`config.mk`:
```
export PLATFORM = sky130hd
export DESIGN_NAME = ps2_keypad_decoder
export DESIGN_NICKNAME = d
export VERILOG_FILES = /design/src/rtl/ps2_keypad_decoder.sv
export SDC_FILE = /design/constraint.sdc
export NUM_CORES = 1
export LEC_CHECK = 0
export CORE_MARGIN = 4
export CORE_UTILIZATION = 35
export DETAILED_ROUTE_END_ITERATION = 12
export DONT_BUFFER_PORTS = 1
export GPL_ROUTABILITY_DRIVEN = 0
export GPL_TIMING_DRIVEN = 0
export PLACE_DENSITY = 0.47
export SKIP_CTS_REPAIR_TIMING = 1
export SLEW_MARGIN = 20
export SYNTH_ARGS = -nofsm -noshare
export SYNTH_HDL_FRONTEND = slang
export SYNTH_SLANG_ARGS = --single-unit
export TNS_END_PERCENT = 20
```
`constraint.sdc`:
```
create_clock -name clk -period 3.6 [get_ports clk]
set_input_delay 0.72 -clock clk [delete_from_list [all_inputs] [get_ports clk]]
set_output_delay 0.72 -clock clk [all_outputs]
set_load 0.01 [all_outputs]
```
`src/rtl/ps2_keypad_decoder.sv`:
```
// ps2_keypad_decoder: set-2 numeric keypad scan-code decoder with prefix FSM, event FIFO and key state vectors.
// Optional build macro KBD_TYPEMATIC_FILTER_EN: suppress repeated makes of an already held key.
module ps2_keypad_decoder #(
    parameter int NUM_KEYS       = 16,
    parameter int FIFO_DEPTH     = 4,
    parameter int TIMEOUT_CYCLES = 50000
) (
    input  logic                          clk,
    input  logic                          Reset_n,
    input  logic [7:0]                    rx_data,
    input  logic                          rx_valid,
    input  logic                          ev_ready,
    input  logic                          ovf_clr,
    output logic                          ev_valid,
    output logic [3:0]                    ev_key,
    output logic                          ev_break,
    output logic [NUM_KEYS-1:0]           key_down,
    output logic [NUM_KEYS-1:0]           key_toggle,
    output logic                          overflow,
    output logic [$clog2(FIFO_DEPTH):0]   fifo_level
);
    localparam int AW = $clog2(FIFO_DEPTH);
    localparam int LW = AW + 1;
    localparam int TW = $clog2(TIMEOUT_CYCLES + 1);

    typedef enum logic [1:0] {IDLE, GOT_E0, GOT_F0, GOT_E0F0} state_t;

    state_t                state_q, state_d;
    logic [TW-1:0]         cnt_q, cnt_d;
    logic [NUM_KEYS-1:0]   down_q, down_d, tog_q, tog_d;
    logic [4:0]            mem_q [FIFO_DEPTH];
    logic [4:0]            mem_d [FIFO_DEPTH];
    logic [AW-1:0]         wp_q, wp_d, rp_q, rp_d;
    logic [LW-1:0]         lvl_q, lvl_d;
    logic                  ovf_q, ovf_d;
    logic                  ext, brk, is_e0, is_f0, fin, tmo;
    logic                  hit_raw, hit, held, fire, full, pop, push_ok, drop;
    logic [3:0]            idx;

    // Returns {hit, index} for a code, using the extended table when e is set.
    function automatic logic [4:0] map_code(input logic e, input logic [7:0] c);
        map_code = 5'h00;
        if (e)
            map_code = c == 8'h5A ? 5'h1D : c == 8'h4A ? 5'h1E : 5'h00;
        else
            case (c)
                8'h70: map_code = 5'h10;
                8'h69: map_code = 5'h11;
                8'h72: map_code = 5'h12;
                8'h7A: map_code = 5'h13;
                8'h6B: map_code = 5'h14;
                8'h73: map_code = 5'h15;
                8'h74: map_code = 5'h16;
                8'h6C: map_code = 5'h17;
                8'h75: map_code = 5'h18;
                8'h7D: map_code = 5'h19;
                8'h79: map_code = 5'h1A;
                8'h7B: map_code = 5'h1B;
                8'h7C: map_code = 5'h1C;
                8'h71: map_code = 5'h1F;
                default: map_code = 5'h00;
            endcase
    endfunction

    // Prefix FSM: E0/F0 accumulate, any other byte terminates; idle prefixes time out.
    always_comb begin
        ext     = state_q == GOT_E0 || state_q == GOT_E0F0;
        brk     = state_q == GOT_F0 || state_q == GOT_E0F0;
        is_e0   = rx_data == 8'hE0;
        is_f0   = rx_data == 8'hF0;
        fin     = rx_valid && !is_e0 && !is_f0;
        tmo     = state_q != IDLE && cnt_q == TW'(TIMEOUT_CYCLES - 1);
        cnt_d   = rx_valid || tmo || state_q == IDLE ? '0 : cnt_q + TW'(1);
        state_d = !rx_valid ? (tmo ? IDLE : state_q) :
                  is_e0     ? (state_q == GOT_E0F0 ? GOT_E0F0 : GOT_E0) :
                  is_f0     ? (ext ? GOT_E0F0 : GOT_F0) : IDLE;
    end

    // Key decode and held/toggle vector update; these track every hit even when the FIFO drops it.
    always_comb begin
        {hit_raw, idx} = map_code(ext, rx_data);
        hit  = fin && hit_raw && int'(idx) < NUM_KEYS;
        held = 1'b0;
        for (int i = 0; i < NUM_KEYS; i++)
            if (int'(idx) == i) held = down_q[i];
`ifdef KBD_TYPEMATIC_FILTER_EN
        fire = hit && (brk || !held);
`else
        fire = hit;
`endif
        down_d = down_q;
        tog_d  = tog_q;
        for (int i = 0; i < NUM_KEYS; i++)
            if (fire && int'(idx) == i) begin
                down_d[i] = !brk;
                tog_d[i]  = tog_q[i] ^ brk;
            end
    end

    // Event FIFO: a full FIFO still accepts a push when the head is popped on the same edge.
    always_comb begin
        full    = lvl_q == LW'(FIFO_DEPTH);
        pop     = ev_valid && ev_ready;
        push_ok = fire && (!full || pop);
        drop    = fire && full && !pop;
        mem_d   = mem_q;
        if (push_ok) mem_d[wp_q] = {brk, idx};
        wp_d    = wp_q + AW'(push_ok);
        rp_d    = rp_q + AW'(pop);
        lvl_d   = lvl_q + LW'(push_ok) - LW'(pop);
        ovf_d   = drop || (ovf_q && !ovf_clr);
    end

    // State registers.
    always_ff @(posedge clk or negedge Reset_n) begin
        if (!Reset_n) begin
            state_q <= IDLE;
            cnt_q   <= '0;
            down_q  <= '0;
            tog_q   <= '0;
            wp_q    <= '0;
            rp_q    <= '0;
            lvl_q   <= '0;
            ovf_q   <= 1'b0;
            for (int i = 0; i < FIFO_DEPTH; i++) mem_q[i] <= '0;
        end else begin
            state_q <= state_d;
            cnt_q   <= cnt_d;
            down_q  <= down_d;
            tog_q   <= tog_d;
            wp_q    <= wp_d;
            rp_q    <= rp_d;
            lvl_q   <= lvl_d;
            ovf_q   <= ovf_d;
            mem_q   <= mem_d;
        end
    end

    assign ev_valid              = lvl_q != '0;
    assign {ev_break, ev_key}    = ev_valid ? mem_q[rp_q] : 5'h00;
    assign key_down              = down_q;
    assign key_toggle            = tog_q;
    assign overflow              = ovf_q;
    assign fifo_level            = lvl_q;
endmodule

```
==> results by group, run 1 <==
Status
  – Status: complete, no violations

Synthesis
  – Avg Synthesized Cell Area: 10.9 µm²
  – Top cells by count, synth: dfrtp_1 (78), nor2_1 (42), xor2_1 (21)
  – Yosys cell types: 65
  – Synth top area share: 0.471
  – Ys async rst share: 1.00
  – Post-Syn Nets: 399
  – Post-synth EDFFs: 0
  – Sequential share of the synthesized area: 0.471
  – Largest cells by area after synthesis: dfrtp_1 (47%), xor2_1 (4.4%), nor2_1 (3.8%)
  – Yosys warning count: 0
  – Most frequent cell after synthesis: dfrtp_1
  – Post-synthesis cell area: 4140 µm²
  – Cells after Synth: 380
  – FF+latch count, synth: 78
  – Main synth FF type: dfrtp_1
  – Area leader, netlist: dfrtp_1

CTS
  – Clock tree root driver cell: clkbuf_16
  – H-tree lvl count: 3
  – Clk Latency, worst-skew pair: 0.34 ns
  – TritonCTS Buffers: 9
  – CTS max path bufs: 2
  – CTS tree: done
  – CTS clk-pin slew, worst paths: 0.06 ns
  – CTS Sinks: 78

GRT
  – Initial antenna violation count: 0
  – Vias in the first global route: 2986
  – All-layer global routing usage: 0.154
  – Pin count of the biggest net entering global routing: 79
  – Global-route wire length before repair: 16.1 mm
  – Grt ovf: 0

Job
  – Total of max-cap violations: 0

Floorplanning
  – Die Wd: 117 µm
  – Die area: 13600 µm²
  – Die Y: 117 µm
  – CORE AREA: 11500 µm²
  – Row count: 39
  – Starting Density: 0.360
  – IO Pins: 55

Pwr
  – Net Sw Frac: 0.258
  – PD cells: 483 nW/µm²
  – Clk pwr share: 0.430
  – Total Power: 0.00224 W
  – NetSw: 0.000578 W
  – Comb pwr share: 0.109
  – Peak supply drop: 211 µV
  – Cell internal pwr: 0.00166 W
  – P_leak: 2.17 nW
  – Flop pwr share: 0.460

Critical path
  – Crit path capture type: register
  – Startpoint Class: register
  – Reg-to-reg setup timing slack: 0.76 ns
  – R2R Path Start: state_q[0]$_DFFE_PN0P_
  – Data arrival, critical path: 3.06 ns
  – Crit path max-delay family: adder cells
  – Worst setup startpoint: state_q[0]$_DFFE_PN0P_
  – Req. time, crit path: 3.82 ns
  – CP Max Fanout: 7
  – FF-to-FF path depth: 10
  – Slowest CP cell: and4bb_2
  – Worst R2R End: fifo_level[2]$_DFF_PN0_
  – Critical path buffer and inverter count: 2
  – Slowest stage delay, CP: 0.46 ns
  – WP depth: 10
  – Crit Path Category: reg2reg
  – Worst-path cell chain: and4bb_2 -> nand4b_4 -> a211o_4 -> ha_1 -> inv_1 -> ha_1 -> inv_1 -> fa_1 -> xnor2_1 -> xnor2_1

STA
  – Setup tns final: 0 ns
  – Tcrit/Tclk final: 0.788
  – Fin crit period: 2.84 ns
  – Fmax: 352 MHz
  – Final hold vios: 0
  – Max-slew violation count: 0
  – Final Setup Violations: 0
  – RSZ-0062 raised after global routing: false
  – Worst-Margin Slew: 1.07 ns
  – Slew headroom: 0.276
  – Final Skew: 0.00604 ns

Placement
  – Post-detail-place hpwl: 6.93 mm
  – Number of buffers added on ports: 0

Layout
  – Diode count: 0
  – Final core occ: 0.403
  – Post-layout nets: 410
  – Layout cells sized above 1: 0.146
  – Layout area overhead: 12.0%

Route
  – Post-route ant nets: 0
  – Vias: 2830
  – Iter 0 DRT Violations: 205
  – Final WL: 9.68 mm
  – Drt first pass iters: 4
  – Via density: 5.25
  – WL/cell: 18.0 µm
  – DR DRC count: 0

Min path
  – HP Class: in2async
## metal layers
layer,wire length [µm],GRT usage,vias to the layer above
li1,-,-,1364
met1,4540,0.205,1382
met2,4230,0.229,73
met3,772,0.0580,11
met4,134,0.0550,0
met5,0,0,-
## flip-flops by register name, indices dropped and copies added (netlist names)
name        count
cnt_q          16
overflow        1
fifo_level      3
mem_q          20
rp_q            2
state_q         2
key_down       16
wp_q            2
key_toggle     16
## final cells by class
cell class	instances	area, µm²
inverter	16	65.1
tap	143	179
buffer	17	96.3
fill	1132	6880
clock inverter	5	83.8
sequential	78	1950
clock buffer	11	233
multi-input combinational	269	2030
## placed cells by master, fill, tap and decap left out, types with 8 or more instances in the layout
cell type  count
dfrtp_1       78
nor2_1        42
nand2_1       20
nor3_1        10
xor2_1        21
nand2b_1       8
o21ai_0       15
clkbuf_1       9
nor2b_1        8
xnor2_1       14
a21oi_1       16
clkbuf_16      9
inv_1         15
and3_1         8
o31ai_1       11
mux2_1        11
## how the worst max path moves through the flow
| stage | endpoint |
|---|---|
| 5_1_grt | fifo_level[2]$_DFF_PN0_ |
| 2_1_floorplan | fifo_level[2]$_DFF_PN0_ |
| 3_3_place_gp | fifo_level[2]$_DFF_PN0_ |
| 4_1_cts | fifo_level[2]$_DFF_PN0_ |
| 6_report | fifo_level[2]$_DFF_PN0_ |
| 3_5_place_dp | fifo_level[2]$_DFF_PN0_ |
## cells by family (layout without fill, tap and decap cells)
group                    count (synthesis)  after routing  synth area share
flip-flops                              78             78             0.471
AND/OR/NAND/NOR                        127            127             0.179
multiplexers                            29             29            0.0949
XOR/XNOR                                36             36            0.0780
AO/OA/AOI/OAI                           71             71             0.118
buffers and inverters                   33             49            0.0390
adder cells (fa/ha/maj)                  6              6            0.0199
## stage by stage
| stage | std cells | hold slack, ns | setup slack (ns) | instance area [µm²] |
|---|---|---|---|---|
| 3_3_place_gp | 523 | 0.428 | 0.511 | 4320 |
| 3_5_place_dp | 523 | 0.428 | 0.466 | 4320 |
| 5_1_grt | 539 | 0.0617 | 0.552 | 4640 |
| 4_1_cts | 539 | 0.0588 | 0.752 | 4640 |
| 6_report | 539 | 0.0814 | 0.762 | 4640 |
| 2_1_floorplan | 380 | 0.424 | 0.679 | 4140 |
## power groups by stage
stage	combinational, W	clock [W]	sequential [W]
after detailed placement	0.000253	0	0.00105
after global placement	0.000243	0	0.00105
final	0.000245	0.000963	0.00103
after CTS	0.000252	0.000992	0.00103
after global routing	0.000284	0.00104	0.00104
after floorplan	0.000205	0	0.00103
Note: power is estimated with default switching activity, not from simulation.
==> inputs of run 2 (changes only) <==
--- a/config.mk
+++ b/config.mk
@@ -11,7 +11,7 @@
 export DONT_BUFFER_PORTS = 1
 export GPL_ROUTABILITY_DRIVEN = 0
 export GPL_TIMING_DRIVEN = 0
-export PLACE_DENSITY = 0.47
+export PLACE_DENSITY = 0.49
 export SKIP_CTS_REPAIR_TIMING = 1
 export SLEW_MARGIN = 20
 export SYNTH_ARGS = -nofsm -noshare
==> constraint.sdc (replaced) <==
create_clock -name clk -period 2.6 [get_ports clk]
set_input_delay 0.52 -clock clk [delete_from_list [all_inputs] [get_ports clk]]
set_output_delay 0.52 -clock clk [all_outputs]
set_load 0.01 [all_outputs]
==> run 2 against run 1 <==
Sequential power up 41%. Die area stayed put. Count of clock-buffer cells in the layout decreased by 1. Sequential share of layout area shrank 0.94 points. Utilization rose by 0.95 points. Critical path depth is the same. Highest routed layer unchanged.
==> results by group, run 2 (synthesized netlist as in run 1, its figures left out) <==
Status
  – Status: complete, no violations

STA
  – Worst-Margin Slew: 0.799 ns
  – Fin Hold WS: 0.0565 ns
  – Fmax: 391 MHz
  – Final hold vios: 0
  – Slew headroom: 0.459
  – Fin crit period: 2.55 ns
  – Final Setup Violations: 0
  – Max-slew violation count: 0
  – Tcrit/Tclk final: 0.983
  – Setup tns final: 0 ns
  – RSZ-0062 raised after global routing: true
  – Final Skew: 0.00450 ns

Pwr
  – Net Sw Frac: 0.289
  – Peak supply drop: 303 µV
  – PD cells: 643 nW/µm²
  – Flop pwr share: 0.475
  – P_leak: 2.20 nW
  – Clk pwr share: 0.390
  – Comb pwr share: 0.135
  – Cell internal pwr: 0.00217 W
  – Total Power: 0.00305 W
  – NetSw: 0.000881 W

GRT
  – Grt ovf: 0
  – Global-route wire length before repair: 16.4 mm
  – Pin count of the biggest net entering global routing: 79
  – Vias in the first global route: 2961
  – Initial antenna violation count: 0
  – All-layer global routing usage: 0.158

Route
  – Iter 0 DRT Violations: 215
  – Vias: 2877
  – DR DRC count: 0
  – Drt first pass iters: 4
  – Post-route ant nets: 0
  – Final WL: 10.1 mm
  – WL/cell: 18.6 µm
  – Via density: 5.27

Critical path
  – Crit path max-delay family: adder cells
  – R2R Path Start: state_q[0]$_DFFE_PN0P_
  – Req. time, crit path: 2.81 ns
  – Critical path buffer and inverter count: 2
  – Data arrival, critical path: 2.76 ns
  – Slowest CP cell: dfrtp_2
  – Worst R2R End: fifo_level[2]$_DFF_PN0_
  – Reg-to-reg setup timing slack: 0.05 ns
  – Crit Path Category: reg2reg
  – Crit path capture type: register
  – Worst-path cell chain: and4bb_4 -> nand4b_4 -> a211o_4 -> ha_4 -> inv_2 -> ha_4 -> inv_2 -> fa_2 -> xnor2_2 -> xnor2_1
  – FF-to-FF path depth: 10
  – Slowest stage delay, CP: 0.44 ns
  – Startpoint Class: register
  – CP Max Fanout: 7

Floorplanning
  – CORE AREA: 11500 µm²
  – Die Y: 117 µm
  – Die area: 13600 µm²
  – Starting Density: 0.360
  – IO Pins: 55
  – Row count: 39
  – Die Wd: 117 µm

Layout
  – Layout cells sized above 1: 0.191
  – Commonest non-fill, non-tap cell in the layout: dfrtp_1
  – Commonest non-fill, non-tap cells in the layout: dfrtp_1 (77), nor2_1 (42), xor2_1 (21)
  – Max FFs per register: 20
  – Finished Layout Cells: 546
  – Layout area overhead: 14.6%
  – Most flops, register: mem_q
  – Diode count: 0
  – Post-layout nets: 417

CTS
  – CTS clk-pin slew, worst paths: 0.06 ns
  – CTS tree: done
  – CTS Sinks: 78
  – H-tree lvl count: 3
  – CTS max path bufs: 2
  – TritonCTS Buffers: 9
  – Clk Latency, worst-skew pair: 0.33 ns
  – Clock tree root driver cell: clkbuf_16

Placement
  – Placed insts: 523
  – Post-detail-place hpwl: 7.26 mm
  – Number of buffers added on ports: 0

Min path
  – HP Class: in2async

Job
  – Total of max-cap violations: 0
-- run 2: area by class of cell --
| class | count | area, µm² |
|---|---|---|
| tap | 143 | 179 |
| timing repair buffer | 7 | 72.6 |
| inverter | 16 | 65.1 |
| buffer | 17 | 96.3 |
| clock inverter | 6 | 47.5 |
| multi-input combinational | 269 | 2090 |
| fill | 1111 | 6770 |
| clock buffer | 10 | 239 |
| sequential | 78 | 1950 |
-- run 2: how the worst max path moves through the flow --
stage | startpoint | endpoint | slack, ns | depth (start not counted)
after floorplan | rx_data[0] | fifo_level[2]$_DFF_PN0_ | -0.05 | 11
after global placement | rx_data[7] | fifo_level[2]$_DFF_PN0_ | -0.19 | 10
after detailed placement | fifo_level[1]$_DFF_PN0_ | fifo_level[2]$_DFF_PN0_ | -0.19 | 9
after CTS | fifo_level[1]$_DFF_PN0_ | fifo_level[2]$_DFF_PN0_ | -0.20 | 9
after global routing | state_q[0]$_DFFE_PN0P_ | fifo_level[2]$_DFF_PN0_ | -0.04 | 10
final | state_q[0]$_DFFE_PN0P_ | fifo_level[2]$_DFF_PN0_ | 0.05 | 10
-- run 2: layer usage --
| metal | up-vias | track usage | share of wire |
|---|---|---|---|
| li1 | 1383 | - | - |
| met1 | 1409 | 0.216 | 0.45 |
| met2 | 78 | 0.234 | 0.45 |
| met3 | 7 | 0.0606 | 0.086 |
| met4 | 0 | 0.0459 | 0.0088 |
| met5 | - | 0 | 0 |
-- run 2: power groups by stage --
| stage | Sequential (W) | Clock (W) | Combinational, W |
|---|---|---|---|
| floorplan | 0.00142 | 0 | 0.000307 |
| CTS | 0.00144 | 0.00123 | 0.000375 |
| detailed placement | 0.00146 | 0 | 0.000370 |
| global placement | 0.00145 | 0 | 0.000360 |
| finish | 0.00145 | 0.00119 | 0.000412 |
| global route | 0.00147 | 0.00128 | 0.000471 |
-- run 2: metrics by stage --
stage | worst slack [ns] | utilization | instance area, µm²
2_1_floorplan | -0.0462 | - | 4180
3_3_place_gp | -0.194 | 0.378 | 4360
3_5_place_dp | -0.192 | 0.378 | 4360
4_1_cts | -0.202 | 0.403 | 4640
5_1_grt | -0.0398 | 0.412 | 4740
6_report | 0.0453 | 0.412 | 4740
==> inputs of run 3 (changes only) <==
--- a/config.mk
+++ b/config.mk
@@ -12,7 +12,6 @@
 export GPL_ROUTABILITY_DRIVEN = 0
 export GPL_TIMING_DRIVEN = 0
 export PLACE_DENSITY = 0.49
-export SKIP_CTS_REPAIR_TIMING = 1
 export SLEW_MARGIN = 20
 export SYNTH_ARGS = -nofsm -noshare
 export SYNTH_HDL_FRONTEND = slang
==> run 3 against run 2 <==
Hold slack improved by 0.0034 ns. Design area fell by 0.45%. Setup slack improved by 0.055 ns. Combinational power fell by 2%. Non-clock buffer count fell by 2. Die area did not move. First-iteration DRC count rose by 13%. Wire length barely moved. Total power fell by 0.17%. Count of clock-buffer cells in the layout did not move. Utilization fell by 0.18 points. Global-route usage rose by 0.11 points.
==> results by group, run 3 (synthesized netlist as in run 1, its figures left out) <==
Status
  – Status: complete, no violations

Route
  – Post-route ant nets: 0
  – Final WL: 10.1 mm
  – DR DRC count: 0
  – Drt first pass iters: 4
  – Via density: 5.20
  – WL/cell: 18.6 µm
  – Iter 0 DRT Violations: 243
  – Vias: 2830

Layout
  – Multi-input gate area: 2090 µm²
  – Max FFs per register: 20
  – Post-route cell area: 4720 µm²
  – Post-layout nets: 415
  – Most flops, register: mem_q
  – Layout area overhead: 14.1%
  – Commonest non-fill, non-tap cell in the layout: dfrtp_1
  – FF/Latch Area: 1950 µm²
  – Fill cells: 1117
  – Final core occ: 0.410
  – Commonest non-fill, non-tap cells in the layout: dfrtp_1 (77), nor2_1 (42), xor2_1 (21)
  – Layout cells sized above 1: 0.180
  – Diode count: 0
  – Finished Layout Cells: 544

Job
  – Total of max-cap violations: 0

Floorplanning
  – Row count: 39
  – CORE AREA: 11500 µm²
  – Die Y: 117 µm
  – Starting Density: 0.360
  – Die Wd: 117 µm
  – IO Pins: 55
  – Die area: 13600 µm²

STA
  – Final Skew: 0.00424 ns
  – Worst-Margin Slew: 0.819 ns
  – Fmax: 400 MHz
  – Fin crit period: 2.50 ns
  – Max-slew violation count: 0
  – RSZ-0062 raised after global routing: false
  – Slew headroom: 0.445
  – Tcrit/Tclk final: 0.961
  – Final hold vios: 0
  – Fin Hold WS: 0.0598 ns
  – Final Setup Violations: 0

GRT
  – Gr busiest metal: met2
  – Grt ovf: 0
  – Vias in the first global route: 2973
  – Met1 Use GR: 0.216
  – Initial antenna violation count: 0
  – All-layer global routing usage: 0.159
  – Pin count of the biggest net entering global routing: 79
  – Global-route wire length before repair: 16.5 mm
  – Met3 Use GR: 0.0611
  – GR Util met2: 0.235

CTS
  – Clk Latency, worst-skew pair: 0.33 ns
  – CTS Sinks: 78
  – H-tree lvl count: 3
  – Clock tree root driver cell: clkbuf_16
  – TritonCTS Buffers: 9
  – CTS max path bufs: 2
  – CTS tree: done
  – CTS clk-pin slew, worst paths: 0.06 ns

Critical path
  – Crit Path Category: reg2reg
  – Worst setup startpoint: state_q[0]$_DFFE_PN0P_
  – Reg-to-reg setup timing slack: 0.10 ns
  – Crit path capture type: register
  – FF-to-FF path depth: 10
  – Data arrival, critical path: 2.71 ns
  – CP Max Fanout: 7
  – Req. time, crit path: 2.81 ns
  – R2R Path Start: state_q[0]$_DFFE_PN0P_
  – Startpoint Class: register
  – Worst R2R End: fifo_level[2]$_DFF_PN0_

Pwr
  – Total Power: 0.00304 W
  – P_leak: 2.19 nW
  – Peak supply drop: 303 µV
  – PD cells: 644 nW/µm²

Placement
  – Number of buffers added on ports: 0
  – Placed insts: 523
  – Placed standard-cell area: 4360 µm²
  – Post-detail-place hpwl: 7.26 mm

Min path
  – HP Class: in2async
==> run 3: changes by cell type in the layout (fill, tap and decap cells not counted), sizes merged <==
| cell | previous run | this run |
|---|---|---|
| buf | 17 | 15 |
==> run 3: final cells by class <==
class | count | area share
flip-flops and latches | 78 | 0.414
repair buffers | 5 | 0.0122
plain buffers | 17 | 0.0204
clock inverters | 6 | 0.0101
clock buffers | 10 | 0.0506
well taps | 143 | 0.0379
inverters | 16 | 0.0138
multi-input cells | 269 | 0.442
==> run 3: layer usage <==
metal,wire length [µm],share of wire
met1,4710,0.46
met5,0,0
met4,121,0.012
met3,833,0.082
met2,4470,0.44
==> run 3: how the worst max path moves through the flow <==
stage | endpoint | slack (ns) | cells after the start
floorplan | fifo_level[2]$_DFF_PN0_ | -0.05 | 11
global placement | fifo_level[2]$_DFF_PN0_ | -0.19 | 10
detailed placement | fifo_level[2]$_DFF_PN0_ | -0.19 | 9
CTS | fifo_level[2]$_DFF_PN0_ | 0.05 | 10
global route | fifo_level[2]$_DFF_PN0_ | 0.008 | 10
finish | fifo_level[2]$_DFF_PN0_ | 0.10 | 10
==> run 3: worst max-delay path, stage by stage, from the launching register on <==
cell and delay, ns:
dfrtp_2 0.46, and4bb_4 0.34, nand4b_4 0.12, a211o_4 0.37, ha_4 0.21, inv_1 0.05, ha_1 0.14, inv_1 0.06
fa_2 0.37, xnor2_2 0.14, xnor2_1 0.12
==> run 3: through the flow <==
| step | setup slack (ns) | TNS (ns) |
|---|---|---|
| 5_1_grt | 0.00762 | 0 |
| 3_3_place_gp | -0.194 | -0.289 |
| 6_report | 0.100 | 0 |
| 3_5_place_dp | -0.192 | -0.294 |
| 2_1_floorplan | -0.0462 | -0.0462 |
| 4_1_cts | 0.0485 | 0 |
==> run 3: where the power goes <==
part	switching, W	internal, W
sequential	0.000161	0.00129
clock	0.000513	0.000677
combinational	0.000207	0.000197
total	0.000881	0.00216
==> run 3: repair_timing <==
item / in CTS / in global routing
endpoints found under the setup margin: 2 / 1
pin swaps: 3 / 1
resized for setup: 4 / 1
endpoints found under the hold margin: 78 / 0
hold buffers: 1 / 0
buffers inserted: 2 / 2
